`src/rtl/mem_wb_stage_pkg.sv`:
```
// mem_wb_stage_pkg: control-field bit positions and FSM encoding shared by the MEM/WB stage
package mem_wb_stage_pkg;
  localparam int MEM_BRANCH = 3;
  localparam int MEM_READ = 2;
  localparam int MEM_WRITE = 1;
  localparam int MEM_BNE = 0;
  localparam int WB_REGWRITE = 1;
  localparam int WB_MEMTOREG = 0;
  typedef enum logic {IDLE = 1'b0, ACCESS = 1'b1} state_t;
endpackage

```
`src/rtl/mem_wb_stage_if.sv`:
```
// mem_wb_stage_if: req/ack data-memory bus; master is the stage, slave is the memory
interface mem_wb_stage_if #(parameter int ADDR_W = 32);
  logic DmemReq;
  logic DmemWe;
  logic [ADDR_W-1:0] DmemAddr;
  logic [31:0] DmemWdata;
  logic [31:0] DmemRdata;
  logic DmemAck;
  modport master (output DmemReq, DmemWe, DmemAddr, DmemWdata, input DmemRdata, DmemAck);
  modport slave (input DmemReq, DmemWe, DmemAddr, DmemWdata, output DmemRdata, DmemAck);
endinterface

```
`src/rtl/mem_wb_reg.sv`:
```
// mem_wb_reg: MEM/WB pipeline register; read data loads only on rdLoad, bubble zeroes write-back control
module mem_wb_reg (
  input  logic clk,
  input  logic reset,
  input  logic rdLoad,
  input  logic bubble,
  input  logic [31:0] rdata,
  input  logic [31:0] result,
  input  logic [4:0] wrReg,
  input  logic [1:0] wb,
  output logic [31:0] ReadDataReg,
  output logic [31:0] ResultWBReg,
  output logic [4:0] WrRegWBReg,
  output logic [1:0] WBWBReg
);
  always_ff @(posedge clk or posedge reset)
    if (reset) begin
      ReadDataReg <= '0;
      ResultWBReg <= '0;
      WrRegWBReg <= '0;
      WBWBReg <= '0;
    end else begin
      if (rdLoad) ReadDataReg <= rdata;
      ResultWBReg <= result;
      WrRegWBReg <= wrReg;
      WBWBReg <= bubble ? 2'b00 : wb;
    end
endmodule

```
`src/rtl/mem_wb_stage.sv`:
```
// mem_wb_stage: memory-access stage with req/ack data-memory handshake, branch resolve and MEM/WB register.
// Define MEM_TIMEOUT_EN to add an access watchdog that aborts hung accesses and raises a sticky MemFault.
module mem_wb_stage
  import mem_wb_stage_pkg::*;
#(
  parameter int ADDR_W = 32
`ifdef MEM_TIMEOUT_EN
  , parameter int TIMEOUT_CYCLES = 64
`endif
) (
  input  logic clk,
  input  logic reset,
  input  logic [31:0] Result,
  input  logic [31:0] OutB,
  input  logic Equal,
  input  logic [4:0] WrReg,
  input  logic [3:0] MEM,
  input  logic [1:0] WB,
  input  logic Mem_WB_Flush_excep,
  mem_wb_stage_if.master dmem,
  output logic PCSrc,
  output logic Stall,
  output logic MisalignExcep,
  output logic [31:0] ReadDataReg,
  output logic [31:0] ResultWBReg,
  output logic [4:0] WrRegWBReg,
  output logic [1:0] WBWBReg,
  output logic MemFault
);
  state_t state, nextState;
  logic memop, misaligned, ackHit, timeout, reqNext, weNext;
  assign memop = MEM[MEM_READ] | MEM[MEM_WRITE];
  assign misaligned = memop & (Result[1:0] != 2'b00);
  assign PCSrc = MEM[MEM_BRANCH] & (Equal ^ MEM[MEM_BNE]);
  assign ackHit = (state == ACCESS) & dmem.DmemAck;
  assign Stall = memop & !misaligned & !(ackHit | timeout);
  assign dmem.DmemAddr = Result[ADDR_W-1:0];
  assign dmem.DmemWdata = OutB;
`ifdef MEM_TIMEOUT_EN
  logic [31:0] waitCnt;
  assign timeout = (state == ACCESS) & !dmem.DmemAck & (waitCnt == 32'(TIMEOUT_CYCLES - 1));
  // counter idles at zero so it is already clear on entry to ACCESS
  always_ff @(posedge clk or posedge reset)
    if (reset) begin
      waitCnt <= '0;
      MemFault <= 1'b0;
    end else begin
      waitCnt <= (state == ACCESS) ? waitCnt + 32'd1 : '0;
      MemFault <= MemFault | timeout;
    end
`else
  assign timeout = 1'b0;
  assign MemFault = 1'b0;
`endif
  always_comb begin
    nextState = state;
    reqNext = dmem.DmemReq;
    weNext = dmem.DmemWe;
    if (state == IDLE) begin
      if (memop & !misaligned) begin
        nextState = ACCESS;
        reqNext = 1'b1;
        weNext = MEM[MEM_WRITE];
      end
    end else if (dmem.DmemAck | timeout) begin
      nextState = IDLE;
      reqNext = 1'b0;
      weNext = 1'b0;
    end
  end
  always_ff @(posedge clk or posedge reset)
    if (reset) begin
      state <= IDLE;
      dmem.DmemReq <= 1'b0;
      dmem.DmemWe <= 1'b0;
      MisalignExcep <= 1'b0;
    end else begin
      state <= nextState;
      dmem.DmemReq <= reqNext;
      dmem.DmemWe <= weNext;
      MisalignExcep <= (state == IDLE) & misaligned;
    end
  mem_wb_reg u_reg (
    .clk(clk),
    .reset(reset),
    .rdLoad(ackHit),
    .bubble(Stall | misaligned | timeout | Mem_WB_Flush_excep),
    .rdata(dmem.DmemRdata),
    .result(Result),
    .wrReg(WrReg),
    .wb({WB[WB_REGWRITE], WB[WB_MEMTOREG]}),
    .ReadDataReg(ReadDataReg),
    .ResultWBReg(ResultWBReg),
    .WrRegWBReg(WrRegWBReg),
    .WBWBReg(WBWBReg)
  );
endmodule

```
`src/flat_wrapper.sv`:
```
// flat-port wrapper written by rule: the top's interface ports become plain ports
module mem_wb_stage_flat import mem_wb_stage_pkg::*;
#(
  parameter int ADDR_W = 32

)
  (clk, reset, Result, OutB, Equal, WrReg, MEM, WB, Mem_WB_Flush_excep, PCSrc, Stall, MisalignExcep, ReadDataReg, ResultWBReg, WrRegWBReg, WBWBReg, MemFault, dmem_DmemReq, dmem_DmemWe, dmem_DmemAddr, dmem_DmemWdata, dmem_DmemRdata, dmem_DmemAck);
  mem_wb_stage_if #(.ADDR_W(ADDR_W)) dmem_i ();
  input  logic clk;
  input  logic reset;
  input  logic [31:0] Result;
  input  logic [31:0] OutB;
  input  logic Equal;
  input  logic [4:0] WrReg;
  input  logic [3:0] MEM;
  input  logic [1:0] WB;
  input  logic Mem_WB_Flush_excep;
  output logic PCSrc;
  output logic Stall;
  output logic MisalignExcep;
  output logic [31:0] ReadDataReg;
  output logic [31:0] ResultWBReg;
  output logic [4:0] WrRegWBReg;
  output logic [1:0] WBWBReg;
  output logic MemFault;
  output wire logic [$bits(dmem_i.DmemReq)-1:0] dmem_DmemReq;
  output wire logic [$bits(dmem_i.DmemWe)-1:0] dmem_DmemWe;
  output wire logic [$bits(dmem_i.DmemAddr)-1:0] dmem_DmemAddr;
  output wire logic [$bits(dmem_i.DmemWdata)-1:0] dmem_DmemWdata;
  input wire logic [$bits(dmem_i.DmemRdata)-1:0] dmem_DmemRdata;
  input wire logic [$bits(dmem_i.DmemAck)-1:0] dmem_DmemAck;
  assign dmem_DmemReq = dmem_i.DmemReq;
  assign dmem_DmemWe = dmem_i.DmemWe;
  assign dmem_DmemAddr = dmem_i.DmemAddr;
  assign dmem_DmemWdata = dmem_i.DmemWdata;
  assign dmem_i.DmemRdata = dmem_DmemRdata;
  assign dmem_i.DmemAck = dmem_DmemAck;
  mem_wb_stage #(.ADDR_W(ADDR_W)) u_core (.clk(clk), .reset(reset), .Result(Result), .OutB(OutB), .Equal(Equal), .WrReg(WrReg), .MEM(MEM), .WB(WB), .Mem_WB_Flush_excep(Mem_WB_Flush_excep), .dmem(dmem_i), .PCSrc(PCSrc), .Stall(Stall), .MisalignExcep(MisalignExcep), .ReadDataReg(ReadDataReg), .ResultWBReg(ResultWBReg), .WrRegWBReg(WrRegWBReg), .WBWBReg(WBWBReg), .MemFault(MemFault));
endmodule
```
`config.mk`:
```
export PLATFORM = sky130hd
export DESIGN_NAME = mem_wb_stage_flat
export DESIGN_NICKNAME = d
export VERILOG_FILES = /design/src/rtl/mem_wb_stage_pkg.sv /design/src/rtl/mem_wb_stage_if.sv /design/src/rtl/mem_wb_reg.sv /design/src/rtl/mem_wb_stage.sv /design/src/flat_wrapper.sv
export SDC_FILE = /design/constraint.sdc
export NUM_CORES = 1
export LEC_CHECK = 0
export BUFFER_PORTS_ARGS = -buffer_cell sky130_fd_sc_hd__buf_2
export CORE_AREA = 4 4 96 98
export DETAILED_ROUTE_END_ITERATION = 16
export DIE_AREA = 0 0 100 102
export PLACE_DENSITY = 0.86
export REMOVE_ABC_BUFFERS = 1
export SLEW_MARGIN = 20
export SYNTH_ARGS = -nofsm -noshare
export SYNTH_HDL_FRONTEND = slang
export SYNTH_SLANG_ARGS = --single-unit
```
`constraint.sdc`:
```
create_clock -name clk -period 5.6 [get_ports clk]
set_input_delay 0.84 -clock clk [delete_from_list [all_inputs] [get_ports clk]]
set_output_delay 0.84 -clock clk [all_outputs]
set_load 0.1 [all_outputs]
```
==> impl_results.md, run 1 <==
- Outcome: finished, final reports clean
- Final cell count without fillers: roughly 440
- DRC errors left: 0
- DRT iter0 DRCs: between 40 and 50
- Diode count: 0
- Place WS: around 2.7 ns
- DP Cell Count: 423
- Worst-path maximum fanout: 34
- Core ar.: ~8500 µm²
- Vias in the first global route: ~2000
- # fillers: ~790
- Seq pwr share: ~28%
- Mapped Cells: slightly below 200
- Crit path buf inv count: 2
- Tmin final: around 2.9 ns
- Final setup violation count: 0
- RSZ-0062 raised after global routing: false
- Final hold violation count: 0
- Gr usage total: 19.3%
- Nets: between 400 and 500
- Sequential area share after synthesis: a little over three fifths
- Clk slew on worst S/H paths: about 0.080 ns
- Largest net degree at the start of global routing: 76
- Crit path launch type: input pin
- Avg Synthesized Cell Area: between 15 and 20 µm²
- Top_reg_cell synth: dfrtp_1
- Nature of the critical path endpoint: primary output
- Detailed-router iteration count before antenna repair: 4
- Switching pwr: 1.54 mW
- CTS buffer count: 9
- Fmax: 346 MHz
- VDD IR max: 353 µV
- Synth area leader: dfrtp_1
- Die Height: ~100 µm
- Initial Util: between 30% and 40%
- Top cells by count, synth: dfrtp_1, buf_4, mux2_4
- CTS tree: done
- Post-synth cell types: 21
- CP arrival: 2.05 ns
- Mux cell area share after synthesis: 15.5%
- Synth async-reset ratio: between 90% and 100%
- Peak per-stage delay on the critical path: between 0.4 and 0.5 ns
- Max Slew Vio Count: 0
- Adder-cell area share of the yosys netlist: 0%
- IO buf count: roughly 190
- DP HPWL: between 8000 and 9000 µm
- Combinational share of power: 56.0%
- CP max-delay cell: nand2_4
- Crit Path Category: input pin to primary output
- Post-CTS Hold Buffers: 0
- Cell family with most CP delay: simple AND/OR/NAND/NOR gates
- Min-delay worst type: register to register
- Static Leak: about 2.1 nW
- Skew-Pair Late Insertion Delay: between 0.3 and 0.4 ns
- Worst slew pin tran: between 0.9 and 1 ns
- Detailed-route wire length: 9950 µm
- Post-synth EDFFs: 0
- Rows: 34
- Fraction of layout cells with a size suffix above 1: a little under three quarters
- Synth Area in XOR/XNOR: less than 1%
- Pwr Density: 719 nW/µm²
- Net Sw Frac: 56.8%
- Max clock buf depth: 2
- Synth Register Bits: 75
- Antenna-violating nets left: 0
- Clock power frac: 16.4%
- Die span in x: 100 µm
- PostCTS Resize Cnt: 0
- Max-cap viol count: 0
- Final setup margin: 2.71 ns
- Synthesis Warnings: 0
- # Post-CTS Setup Buffers: 0
- Clock root buffer: clkbuf_8
- Clk sinks: 75
- Top-count cell post-synth: dfrtp_1
- Pint: 1.17 mW
- H-tree levels: 3
- Final setup skew: 0.0124 ns
- Simple-Gate Fraction of Synth Area: under 10%
- Initial antenna violation count: 0
- Rel. slew slack: between 30% and 40%
- Synth top area share: around 63%
- CP most frequent cell: buf_2
- Routed length per instance: between 20 and 25 µm
- First-pass GRT wire length: between 10000 and 15000 µm
- CP Cell Sequence: buf_2, nand2_4, and2_1, buf_2
- Critical Path RT: approximately 4.8 ns
- Area delta synth->final: 25.4%
- Setup TNS: 0 ns
- Post-Syn Area: between 2000 and 3000 µm²
- Routability cong.: 0.825
- Avg Vias per Cell: 4.27
- IO Count: ~250
- Die area: approximately 10000 µm²
- Ratio of final minimum period to clock period: ~52%
- Post-synthesis compound-gate area fraction: 1.21%
- Vias: 1874
- Grt ovf: 0
- Main combinational cell family by area after synthesis: buffers and inverters
- Top cells by area, synth: dfrtp_1, buf_4, mux2_4
## power groups by stage
stage	Combinational (mW)	Clock (mW)	Sequential, mW
6_report	1.52	0.442	0.748
5_1_grt	1.55	0.486	0.766
4_1_cts	1.52	0.459	0.749
3_5_place_dp	1.52	0	0.756
3_3_place_gp	1.51	0	0.752
2_1_floorplan	0.222	0	1.73
## kinds of logic after synthesis
kind of cell	count (synthesis)
muxes	32
DFF	75
xor gates and xnor gates	1
and+or+nand+nor	12
buffers and inverters	70
other	1
AOI/OAI and AO/OA	5
## layout by cell type (no fill, tap or decap)
cell and instances:
buf_2 187, bufinv_16 1, nor3_1 2, xor2_1 1
nand2_4 1, conb_1 1, nand2b_1 1, inv_8 2
a2bb2oi_1 1, nor2_1 2, dfrtp_1 75, o22ai_1 1
nor3b_1 2, inv_6 4, a22oi_1 1, and2_1 2
a31oi_1 1, clkbuf_8 9, buf_4 1, or3b_1 1
mux2_4 28, nand2_1 1, o21a_1 1, mux2_2 4
clkinv_2 1
## stage by stage
step	utilization, %	power, mW	hold slack [ns]	instance area, µm²
floorplan	-	1.95	0.569	2470
global placement	41.9	2.26	0.486	3550
detailed placement	41.9	2.28	0.490	3550
CTS	44.4	2.73	0.510	3760
global route	44.4	2.80	0.529	3760
finish	44.4	2.71	0.510	3760
## state kept, by name, indices dropped and copies added, names as in the netlist
name	count
u_core.u_reg.ReadDataReg	32
u_core.u_reg.ResultWBReg	32
u_core.u_reg.WrRegWBReg	5
u_core.u_reg.WBWBReg	2
u_core.MisalignExcep	1
u_core.dmem.DmemReq	1
u_core.dmem.DmemWe	1
u_core.state	1
## layout make-up
| type | count | area, µm² | area share, % |
|---|---|---|---|
| Inverter | 1 | 5.00 | 0.133 |
| Sequential cell | 75 | 1880 | 49.9 |
| Tap cell | 108 | 135 | 3.59 |
| Multi-Input combinational cell | 51 | 589 | 15.7 |
| Clock buffer | 9 | 124 | 3.29 |
| Clock inverter | 7 | 87.6 | 2.33 |
| Timing Repair Buffer | 188 | 943 | 25.1 |
## metal layers
| metal | wire [µm] | GRT usage [%] | vias up |
|---|---|---|---|
| met4 | 184 | 6.11 | 0 |
| met2 | 5100 | 33.8 | 151 |
| met3 | 2190 | 18.9 | 10 |
| li1 | - | - | 833 |
| met5 | 0 | 0 | - |
| met1 | 2470 | 14.7 | 880 |
## final timing paths
| path | start | endpoint | slack (ns) | depth (start not counted) |
|---|---|---|---|---|
| setup reg to reg | u_core.state | u_core.u_reg.ReadDataReg[16] | 4.11 | 2 |
| hold / removal | u_core.u_reg.ReadDataReg[11] | u_core.u_reg.ReadDataReg[11] | 0.51 | 1 |
| min in group asynchronous | reset | u_core.u_reg.ResultWBReg[18] | 0.76 | 3 |
| setup / recovery | dmem_DmemAck | Stall | 2.71 | 4 |
| max in group asynchronous | reset | u_core.u_reg.ResultWBReg[0] | 4.23 | 3 |
| hold reg to reg | u_core.u_reg.ReadDataReg[11] | u_core.u_reg.ReadDataReg[11] | 0.51 | 1 |
No activity file was read; power rests on OpenSTA's default activity.
==> run 2, diff against run 1 <==
--- a/config.mk
+++ b/config.mk
@@ -6,10 +6,10 @@
 export NUM_CORES = 1
 export LEC_CHECK = 0
 export BUFFER_PORTS_ARGS = -buffer_cell sky130_fd_sc_hd__buf_2
-export CORE_AREA = 4 4 96 98
+export CORE_MARGIN = 4
+export CORE_UTILIZATION = 35
 export DETAILED_ROUTE_END_ITERATION = 16
-export DIE_AREA = 0 0 100 102
-export PLACE_DENSITY = 0.86
+export PLACE_DENSITY = 0.87
 export REMOVE_ABC_BUFFERS = 1
 export SLEW_MARGIN = 20
 export SYNTH_ARGS = -nofsm -noshare
==> constraint.sdc (replaced) <==
create_clock -name clk -period 2.37 [get_ports clk]
set_input_delay 0.3555 -clock clk [delete_from_list [all_inputs] [get_ports clk]]
set_output_delay 0.3555 -clock clk [all_outputs]
set_load 0.1 [all_outputs]
==> impl_results.md, run 2 (synthesis results as in run 1) <==
- RSZ-0062 raised after global routing: false
- Crit path launch type: register
- Gr usage total: around a fifth
- Initial antenna violation count: 0
- PostCTS Resize Cnt: 0
- R2R depth: 3
- DRT iter0 DRCs: 51
- Setup TNS: 0 ns
- Avg Vias per Cell: 4.26
- Place WS: between 0.5 and 0.6 ns
- Final setup margin: 0.364 ns
- CTS buffer count: 9
- DRC errors left: 0
- FF-to-FF End: u_core.u_reg.ReadDataReg[18]
- Tmin final: 2.01 ns
- Detailed-route wire length: just over 10000 µm
- Combinational share of power: between 50% and 60%
- Largest net degree at the start of global routing: slightly above 50
- Most common cell after layout, fill and taps aside: buf_2
- Detailed-router iteration count before antenna repair: 4
- Antenna-violating nets left: 0
- Total power draw: between 6 and 7 mW
- Max clock buf depth: 2
- Worst slew pin tran: approximately 0.55 ns
- Multi-input logic area: 589 µm²
- Core ar.: roughly 8300 µm²
- Clock root buffer: clkbuf_8
- IO Count: about 250
- Fraction of layout cells with a size suffix above 1: between 70% and 80%
- DP Cell Count: between 400 and 500
- Crit Path Category: register to primary output
- Net Sw Frac: ~57%
- Die area: ~10000 µm²
- Clock power frac: 14.9%
- Clk slew on worst S/H paths: 0.08 ns
- Final cell count without fillers: ~440
- # Post-CTS Setup Buffers: 0
- Nature of the critical path endpoint: primary output
- Ratio of final minimum period to clock period: between 80% and 90%
- Vias in the first global route: 1983
- Diode count: 0
- Vias: 1857
- Most frequent cells in the layout: buf_2, dfrtp_1, mux2_4
- Post-layout util: about 45%
- Seq pwr share: approximately 28%
- WL met2: 4930 µm
- Met3 wire len: 1670 µm
- Pint: 2.73 mW
- Register area: ~1900 µm²
- Reg2reg setup slack: 0.72 ns
- Outcome: finished, final reports clean
- Fmax: around 500 MHz
- CTS tree: done
- Area delta synth->final: 25.2%
- VDD IR max: 830 µV
- Max Slew Vio Count: 0
- Min-delay worst type: input pin to asynchronous set/reset pin
- Clk sinks: 75
- Die span in x: 101 µm
- Max-cap viol count: 0
- Final setup violation count: 0
- Pwr Density: ~1700 nW/µm²
- H-tree levels: 3
- Routability cong.: 0.842
- Met1 Routed Length: 3050 µm
- Initial Util: a little over a third
- CP Cell Sequence: nand2_4, and2_1, buf_2
- Switching pwr: approximately 3.6 mW
- CP max-delay cell: dfrtp_1
- Top Layer Used: met4
- CP arrival: 1.65 ns
- Largest regs: u_core.u_reg.ReadDataReg x32, u_core.u_reg.ResultWBReg x32, u_core.u_reg.WrRegWBReg x5
- Nets: between 400 and 500
- Peak per-stage delay on the critical path: ~0.48 ns
- Rows: 33
- Worst-path maximum fanout: 12
- Routed length per instance: around 24 µm
- Final hold violation count: 0
- Static Leak: 2.05 nW
- IO buf count: roughly 190
- Die Height: a little over 100 µm
- Cell area after layout: between 3000 and 4000 µm²
- Final setup skew: 0.00862 ns
- Reg-to-Reg Start: u_core.state
- Post-CTS Hold Buffers: 0
- Rel. slew slack: 63.0%
- Critical Path RT: roughly 2 ns
- Skew-Pair Late Insertion Delay: around 0.33 ns
- Grt ovf: 0
- Final hold slack: about 0.066 ns
- Post-DP Area: between 3000 and 4000 µm²
- First-pass GRT wire length: between 10000 and 15000 µm
- # fillers: about 770
run 2: cell count changes in the layout (fill, tap and decap cells not counted), sizes merged:
| cell | delta |
|---|---|
| inv | -4 |
| clkinvlp | +3 |
| buf | +1 |
run 2: power by group through the flow:
stage / Clock, mW / Sequential, mW / Combinational (mW)
3_3_place_gp: 0 / 1.78 / 3.58
2_1_floorplan: 0 / 4.09 / 0.524
4_1_cts: 0.985 / 1.77 / 3.61
3_5_place_dp: 0 / 1.79 / 3.61
6_report: 0.937 / 1.77 / 3.59
5_1_grt: 1.04 / 1.80 / 3.67
run 2: final cells by class:
cell class / count / area share [%]
inverter: 1 / 0.100
clock buffer: 9 / 3.30
timing repair buffer: 189 / 25.7
tap: 105 / 3.50
sequential: 75 / 50.0
multi-input combinational: 51 / 15.7
clock inverter: 6 / 1.77
run 2: worst max path at each step:
stage | from | depth (start not counted) | endpoint
after floorplan | reset | 1 | u_core.MisalignExcep
after global placement | Result[1] | 4 | Stall
after detailed placement | Result[1] | 4 | Stall
after CTS | u_core.state | 3 | Stall
after global routing | u_core.state | 3 | Stall
final | u_core.state | 3 | Stall
run 2: routing by layer:
metal | vias up | GRT usage, %
li1 | 830 | -
met1 | 873 | 17.8
met2 | 138 | 31.8
met3 | 16 | 14.4
met4 | 0 | 14.1
met5 | - | 1.54
run 2: worst max-delay path, delay by kind of cell, from the launching register on:
kind | cells | cell delay, ns
flip-flops | 1 | 0.48
AND/OR/NAND/NOR | 2 | 0.42
buffers and inverters | 1 | 0.42
